--- src/rtl/xor_cipher_pkg.sv ---
// Shared definitions for the LFSR XOR stream cipher tiles (TX and RX).
package xor_cipher_pkg;

  localparam int unsigned LFSR_W = 32;
  localparam int unsigned SYNC_W = 16;
  localparam int unsigned CFG_W  = 64;
  localparam int unsigned CNT_W  = 16;

  localparam logic [LFSR_W-1:0] TAPS_DEFAULT_C = 32'h0000_0060;
  localparam logic [LFSR_W-1:0] SEED_DEFAULT_C = 32'h0000_0001;

  typedef enum logic {
    HUNT    = 1'b0,
    PAYLOAD = 1'b1
  } rx_state_e;

  // Serial config image: seed occupies the upper half, shifted out first.
  typedef struct packed {
    logic [LFSR_W-1:0] seed;
    logic [LFSR_W-1:0] taps;
  } cipher_cfg_t;

  // An all-zero seed would lock the LFSR at zero, so substitute 1.
  function automatic logic [LFSR_W-1:0] lfsr_seed_value(input logic [LFSR_W-1:0] seed);
    return (seed == '0) ? LFSR_W'(1) : seed;
  endfunction

endpackage

--- src/rtl/rx_keystream_lfsr.sv ---
// Galois right-shift LFSR regenerating the transmitter keystream.
module rx_keystream_lfsr
  import xor_cipher_pkg::*;
(
  input  logic              clk,
  input  logic              rst,
  input  logic              load,
  input  logic [LFSR_W-1:0] seed,
  input  logic              advance,
  input  logic [LFSR_W-1:0] taps,
  output logic              k
);

  logic [LFSR_W-1:0] lfsr_q;

  // Load wins over advance so a fresh frame always starts from the seed.
  always_ff @(posedge clk or negedge rst) begin
    if (!rst) begin
      lfsr_q <= LFSR_W'(1);
    end else if (load) begin
      lfsr_q <= lfsr_seed_value(seed);
    end else if (advance) begin
      lfsr_q <= (lfsr_q >> 1) ^ (lfsr_q[0] ? taps : '0);
    end
  end

  assign k = lfsr_q[0];

endmodule

--- src/rtl/xor_decipher_rx.sv ---
// Receive side of the XOR stream cipher: sync hunt, keystream regeneration,
// payload decryption and the daisy-chained seed/taps config shifter.
module xor_decipher_rx
  import xor_cipher_pkg::*;
#(
  parameter logic [SYNC_W-1:0] SYNC_WORD    = 16'hA5C3,
  parameter int unsigned       PAYLOAD_LEN  = 64,
  parameter logic [LFSR_W-1:0] TAPS_DEFAULT = TAPS_DEFAULT_C,
  parameter logic [LFSR_W-1:0] SEED_DEFAULT = SEED_DEFAULT_C
) (
  input  logic clk,
  input  logic rst,
  input  logic din,
  input  logic din_valid,
  output logic dout,
  output logic dout_valid,
  output logic frame_done,
  output logic sync_lock,
  input  logic cfg_en,
  input  logic cfg_i,
  output logic cfg_o
);

  localparam logic [CNT_W-1:0] LAST_BIT = CNT_W'(PAYLOAD_LEN - 1);

  rx_state_e         state, state_d;
  logic [SYNC_W-1:0] sync_sr, sync_sr_d, sync_shifted;
  logic [CNT_W-1:0]  count, count_d;
  logic              dout_d, dout_valid_d, frame_done_d, sync_lock_d;
  logic              lfsr_load, lfsr_advance, k;
  cipher_cfg_t       cfg_reg;

  // Config chain: MSB leaves on cfg_o before each shift.
  always_ff @(posedge clk or negedge rst) begin
    if (!rst) begin
      cfg_reg <= '{seed: SEED_DEFAULT, taps: TAPS_DEFAULT};
    end else if (cfg_en) begin
      cfg_reg <= cipher_cfg_t'({cfg_reg[CFG_W-2:0], cfg_i});
    end
  end

  assign cfg_o = cfg_reg[CFG_W-1];

  rx_keystream_lfsr u_lfsr (
    .clk     (clk),
    .rst     (rst),
    .load    (lfsr_load),
    .seed    (cfg_reg.seed),
    .advance (lfsr_advance),
    .taps    (cfg_reg.taps),
    .k       (k)
  );

  always_ff @(posedge clk or negedge rst) begin
    if (!rst) begin
      state      <= HUNT;
      sync_sr    <= '0;
      count      <= '0;
      dout       <= 1'b0;
      dout_valid <= 1'b0;
      frame_done <= 1'b0;
      sync_lock  <= 1'b0;
    end else begin
      state      <= state_d;
      sync_sr    <= sync_sr_d;
      count      <= count_d;
      dout       <= dout_d;
      dout_valid <= dout_valid_d;
      frame_done <= frame_done_d;
      sync_lock  <= sync_lock_d;
    end
  end

  assign sync_shifted = {sync_sr[SYNC_W-2:0], din};

  // Next-state and output decode; cfg activity aborts everything.
  always_comb begin
    state_d      = state;
    sync_sr_d    = sync_sr;
    count_d      = count;
    dout_d       = dout;
    dout_valid_d = 1'b0;
    frame_done_d = 1'b0;
    lfsr_load    = 1'b0;
    lfsr_advance = 1'b0;

    if (cfg_en) begin
      state_d   = HUNT;
      sync_sr_d = '0;
    end else begin
      case (state)
        HUNT: begin
          if (din_valid) begin
            sync_sr_d = sync_shifted;
            if (sync_shifted == SYNC_WORD) begin
              lfsr_load = 1'b1;
              count_d   = '0;
              state_d   = PAYLOAD;
            end
          end
        end
        PAYLOAD: begin
          if (din_valid) begin
            dout_d       = din ^ k;
            dout_valid_d = 1'b1;
            lfsr_advance = 1'b1;
            count_d      = count + CNT_W'(1);
            if (count == LAST_BIT) begin
              frame_done_d = 1'b1;
              sync_sr_d    = '0;
              count_d      = '0;
              state_d      = HUNT;
            end
          end
        end
        default: state_d = HUNT;
      endcase
    end

    sync_lock_d = (state_d == PAYLOAD);
  end

endmodule

--- config.mk ---
export PLATFORM = sky130hd
export DESIGN_NAME = xor_decipher_rx
export DESIGN_NICKNAME = d
export VERILOG_FILES = /design/src/rtl/xor_cipher_pkg.sv /design/src/rtl/rx_keystream_lfsr.sv /design/src/rtl/xor_decipher_rx.sv
export SDC_FILE = /design/constraint.sdc
export NUM_CORES = 1
export LEC_CHECK = 0
export CAP_MARGIN = 10
export CORE_UTILIZATION = 45
export CTS_CLUSTER_DIAMETER = 60
export DETAILED_ROUTE_END_ITERATION = 7
export SLEW_MARGIN = 0
export SYNTH_ARGS = -nofsm -noshare
export SYNTH_HDL_FRONTEND = slang
export SYNTH_SLANG_ARGS = --single-unit
--- constraint.sdc ---
create_clock -name clk -period 4.3 [get_ports clk]
set_input_delay 1.29 -clock clk [delete_from_list [all_inputs] [get_ports clk]]
set_output_delay 1.29 -clock clk [all_outputs]
set_load 0.05 [all_outputs]
==> impl_metrics.yaml, run 1 <==
outcome:
  status: "finished, final reports clean"
floorplan:
  core_area_um2: 12800
  die_x_um: 117
  die_area_um2: 13800
  dieHeight_um: 117
  ios: 11
  floorplan.rows: 41
  start_util_pct: 46.7
route:
  totalWireLength_um: 11700
  vias: 4027
  wl_per_cell_um: 16.6
  first_pass_iters: 4
  drt_iter0_markers: 321
  ant_nets: 0
  drc: 0
  via_per_inst: 5.73
layout:
  antennaDiodeCount: 0
  final_cells: 703
  area_delta_synth_final_pct: 12.5
  drive_above_1_share_pct: 22.0
  largest_reg_flops: 63
  nets: 525
timing:
  rsz0062_at_grt: "false"
  skew_ns: 0.00964
  finalHoldViolCount: 0
  relSlewSlack_pct: 21.7
  fin_crit_sh_pct: 73.5
  max_slew.worst_pin.slew_ns: 1.17
  finalSetupViolations: 0
  setup_tns_ns: 0
  final.min_clock_period_ns: 3.16
  slew_viol_final: 0
  max_freq_mhz: 316
setup_path:
  path_buf_inv: 1
  start_kind: "register"
  reg2reg_depth: 6
  crit_end: "sync_lock"
  cp_top_family: "buffers and inverters"
  cp_cell_sequence: "clkdlybuf4s50_1"
  reg2reg_to: "count[12]"
  crit_type: "reg -> out"
  cp-startpoint: "state"
  cp.required_ns: 3.01
  cp.arrival_ns: 1.87
  crit_cells: 1
  cp_slowest_stage_delay_ns: 0.88
  path_max_fanout: 8
  crit_slowest_cell: "clkdlybuf4s50_1"
  cp-end-kind: "primary output"
  r2r_slack_ns: 2.06
  r2r-start: "sync_sr[2]"
cts:
  cts-htree-levels: 4
  clkTransAtPathRegs_ns: 0.05
  numClockSinks: 131
  post_cts_resized: 0
  numCtsBuffers: 17
  clockRootBuffer: "clkbuf_16"
  clk_latency_ns: 0.42
  post-cts-setup-buffers: 0
  cts_tree: "done"
  cts_hold_buf: 0
  clockBufferDepth: 2
global_route:
  antenna_found_initial: 0
  use_met3_pct: 4.86
  grt_max_degree: 66
  grt_pass1_vias: 4104
  grt-ovfl-total: 0
  grt_pass1_wl_um: 20600
  use_met2_pct: 28.3
  grt_use_total_pct: 18.6
  busiest_layer: "met2"
  grtUsageMet1_pct: 25.7
yosys:
  async_flop_share_pct: 100
  synth_area_per_cell_um2: 11.6
  synth_edf_count: 0
  synth_warnings: 0
  yosys.area.top_type: "dfrtp_1"
  synthDominantCellAreaShare_pct: 53.0
  synth.cell_area_um2: 5990
  synth_cells: 515
  ys_seq_area_share_pct: 54.8
  synthTopCellsByArea: "dfrtp_1 (53%), mux2_2 (12%), o22ai_1 (6.4%)"
  ys_ff_latch: 131
  syn_nets: 522
  synth.distinct_cells: 45
  synth_ff_type: "dfrtp_1"
placement:
  place.gp.congestion: 0.731
  dp.cells: 671
  hpwlAfterDp_um: 6960
  port-buffer-count: 10
pwr:
  peakVddDrop_mv: 0.331
  powerDensity_nw_per_um2: 440
  p_leak_nw: 2.92
  total_power_mw: 2.97
flow_run:
  drv_cap: 0
worst_hold_path:
  hp-class: "reg -> reg"
==> final cells by class <==
| cell class | instances | area (um2) |
|---|---|---|
| flip-flops and latches | 131 | 3280 |
| repair buffers | 18 | 165 |
| fillers | 1121 | 6080 |
| clock buffers | 27 | 523 |
| well taps | 172 | 215 |
| multi-input cells | 346 | 2520 |
| clock inverters | 5 | 25.0 |
| inverters | 4 | 15.0 |
==> cells in the mapped netlist, types with 4 or more instances <==
master / n
and3_1: 4
mux2_2: 64
nand4_1: 7
clkbuf_1: 23
o21ai_1: 13
buf_6: 7
nor2_1: 9
o22ai_1: 61
inv_1: 4
nand2_1: 41
xnor2_1: 31
a22o_1: 16
a21oi_1: 38
nand3_1: 7
nor4_1: 8
dfstp_2: 4
dfrtp_1: 127
o21ai_0: 13
==> power breakdown <==
part           leakage, nW  internal (mW)  switching (mW)
Combinational        0.881          0.113          0.0818
Clock                0.277          0.823           0.501
Sequential            1.76           1.36          0.0900
Total                 2.92           2.30           0.673
==> worst min-delay path, delay by kind of cell (launching register included) <==
kind | cells | cell delay (ns)
flip-flops | 1 | 0.34
AO/OA/AOI/OAI | 1 | 0.06
AND/OR/NAND/NOR | 1 | 0.05
==> cells in the final DEF, fill, tap and decap left out, types with 2 or more instances in the layout <==
cell type / n
dfrtp_1: 127
mux2_2: 64
o22ai_1: 61
nand2_1: 41
a21oi_1: 38
xnor2_1: 31
clkbuf_16: 17
a22o_1: 16
o21ai_1: 13
o21ai_0: 13
nor2_1: 9
nor4_1: 8
clkdlybuf4s50_1: 8
buf_4: 8
nand3_1: 7
nand4_1: 7
clkbuf_8: 6
clkinv_2: 5
inv_1: 4
and3_1: 4
dfstp_2: 4
clkbuf_1: 4
nor3_1: 3
or4bb_1: 2
nor4_4: 2
or4_4: 2
a211oi_1: 2
or3_1: 2
o31ai_1: 2
a31oi_1: 2
==> per-layer routing <==
| layer | vias to the layer above | part of all wire (%) |
|---|---|---|
| li1 | 1935 | - |
| met1 | 2014 | 50 |
| met2 | 65 | 46 |
| met3 | 13 | 3.5 |
| met4 | 0 | 1.2 |
| met5 | - | 0 |
==> cell families (layout without fill, tap and decap cells) <==
logic type / Yosys count / after routing / share of synthesized area [%]
buffers and inverters: 38 / 54 / 3.32
muxes: 64 / 64 / 12.0
DFF: 131 / 131 / 54.8
and+or+nand+nor: 96 / 96 / 8.95
xor gates and xnor gates: 32 / 32 / 4.68
adders and majority gates: 1 / 1 / 0.209
AOI/OAI and AO/OA: 153 / 153 / 16.1
==> worst min-delay path by stage <==
stage	startpoint	cells past startpoint	endpoint	slack [ns]
after CTS	count[15]	1	count[15]	0.49
final	dout	2	dout	0.49
after global routing	dout	2	dout	0.51
after global placement	dout	2	dout	0.46
after floorplan	count[15]	1	count[15]	0.44
after detailed placement	sync_sr[14]	1	sync_sr[14]	0.49
==> metrics by stage <==
step,setup WS [ns],hold slack (ns),area [um2],utilization [%]
floorplan,1.67,0.443,5990,-
global placement,1.03,0.463,6200,48.3
detailed placement,0.948,0.486,6200,48.3
CTS,1.12,0.494,6750,52.6
global route,1.08,0.515,6750,52.6
finish,1.14,0.490,6750,52.6
Note: power is estimated with default switching activity, not from simulation.
==> inputs of run 2 (changes only) <==
==> constraint.sdc (replaced) <==
create_clock -name clk -period 2.5 [get_ports clk]
set_input_delay 0.75 -clock clk [delete_from_list [all_inputs] [get_ports clk]]
set_output_delay 0.75 -clock clk [all_outputs]
set_load 0.05 [all_outputs]
==> run 2 against run 1 <==
- hold slack worse by 0.30 ns
- global-route usage is 1.0 points higher
- sequential cell count unchanged
- clock-buffer cell count is 4 lower
- design area grew 2.3%
- critical endpoint is now cfg_o
==> impl_metrics.yaml, run 2 (same netlist as run 1, synthesis figures left out) <==
global_route:
  grt_pass1_vias: 4246
  grt-ovfl-total: 0
  grt_pass1_wl_um: 21600
  grt_max_degree: 67
  antenna_found_initial: 0
  grt_use_total_pct: 19.7
layout:
  nFillCells: 1117
  antennaDiodeCount: 0
  largest_reg_flops: 63
  nets: 538
  fin_area_um2: 6900
  drive_above_1_share_pct: 24.3
  final_cells: 716
  area_delta_synth_final_pct: 15.1
  final_common_cell: "dfrtp_1"
  mostFrequentLayoutCells: "dfrtp_1 (127), mux2_2 (64), o22ai_1 (61)"
pwr:
  p_leak_nw: 3.00
  powerDensity_nw_per_um2: 764
  peakVddDrop_mv: 0.639
  total_power_mw: 5.27
route:
  via_per_inst: 5.77
  ant_nets: 0
  first_pass_iters: 4
  vias: 4132
  drc: 0
  totalWireLength_um: 12300
  drt_iter0_markers: 300
  wl_per_cell_um: 17.1
setup_path:
  path_max_fanout: 4
  crit_slowest_cell: "clkdlybuf4s50_1"
  cp.required_ns: 1.75
  reg2reg_to: "sync_sr[10]"
  cp_cell_sequence: "clkdlybuf4s50_1"
  path_buf_inv: 1
  r2r-start: "count[9]"
  cp_top_family: "buffers and inverters"
  reg2reg_depth: 4
  cp-end-kind: "primary output"
  crit_type: "reg -> out"
  cp.arrival_ns: 1.66
  crit_cells: 1
  start_kind: "register"
  r2r_slack_ns: 0.31
  cp_slowest_stage_delay_ns: 0.83
timing:
  fin_crit_sh_pct: 96.5
  finalHoldViolCount: 0
  finalSetupViolations: 0
  slew_viol_final: 0
  relSlewSlack_pct: 34.1
  timing.final.ws_setup_ns: 0.0875
  skew_ns: 0.00604
  rsz0062_at_grt: "false"
  max_freq_mhz: 415
  max_slew.worst_pin.slew_ns: 0.984
  fin_hold_ws_ns: 0.190
  final.min_clock_period_ns: 2.41
placement:
  port-buffer-count: 10
  place.gp.congestion: 0.747
  dpl_cell_area_um2: 6320
  dp_slack_ns: -0.0433
  dp.cells: 684
  hpwlAfterDp_um: 7450
cts:
  cts-htree-levels: 4
  post-cts-setup-buffers: 0
  numCtsBuffers: 17
  clockBufferDepth: 2
  post_cts_resized: 0
  clockRootBuffer: "clkbuf_16"
  numClockSinks: 131
  cts_tree: "done"
  clkTransAtPathRegs_ns: 0.06
  cts_hold_buf: 0
  clk_latency_ns: 0.42
floorplan:
  dieHeight_um: 117
  ios: 11
  die_x_um: 117
  core_area_um2: 12800
  start_util_pct: 46.7
  die_area_um2: 13800
  floorplan.rows: 41
worst_hold_path:
  hp-class: "in -> async"
outcome:
  status: "finished, final reports clean"
flow_run:
  drv_cap: 0
-- run 2: cell count changes in the layout (fill, tap and decap cells not counted) --
cell,before,now
buf_12,1,3
buf_4,8,20
bufinv_16,0,2
clkbuf_1,4,3
clkbuf_8,6,3
clkdlybuf4s50_1,8,7
clkinv_2,5,4
clkinv_4,0,1
clkinvlp_4,0,2
-- run 2: area by class of cell --
type / instances / area, um2 / share of cell area (%)
clock inverters: 9 / 104 / 1.50
inverters: 4 / 15.0 / 0.218
well taps: 172 / 215 / 3.12
multi-input cells: 346 / 2520 / 36.5
clock buffers: 23 / 478 / 6.93
repair buffers: 31 / 285 / 4.13
flip-flops and latches: 131 / 3280 / 47.6
-- run 2: power breakdown --
part           switching [mW]  internal (mW)  total, mW
clock network           0.893           1.54       2.43
logic                   0.142          0.201      0.343
registers               0.156           2.34       2.49
total                    1.19           4.08       5.27
-- run 2: worst max-delay path by stage --
stage                              endpoint  slack (ns)   from
final                                 cfg_o        0.09  cfg_o
after CTS                             cfg_o        0.06  cfg_o
after detailed placement  u_lfsr.lfsr_q[29]       -0.04    din
after floorplan                    count[4]        0.41    din
after global placement    u_lfsr.lfsr_q[27]       -0.02    din
after global routing                  cfg_o        0.04  cfg_o
-- run 2: metal layers --
metal	track usage, %	vias up	share of wire (%)
met5	0	-	0
met3	5.20	13	3.5
li1	-	1955	-
met4	7.95	0	1.3
met1	26.7	2100	49
met2	29.7	64	46
-- run 2: stage by stage --
step / setup TNS (ns) / utilization (%)
2_1_floorplan: 0 / -
3_3_place_gp: -0.189 / 49.3
3_5_place_dp: -0.138 / 49.3
4_1_cts: 0 / 53.8
5_1_grt: 0 / 53.8
6_report: 0 / 53.8
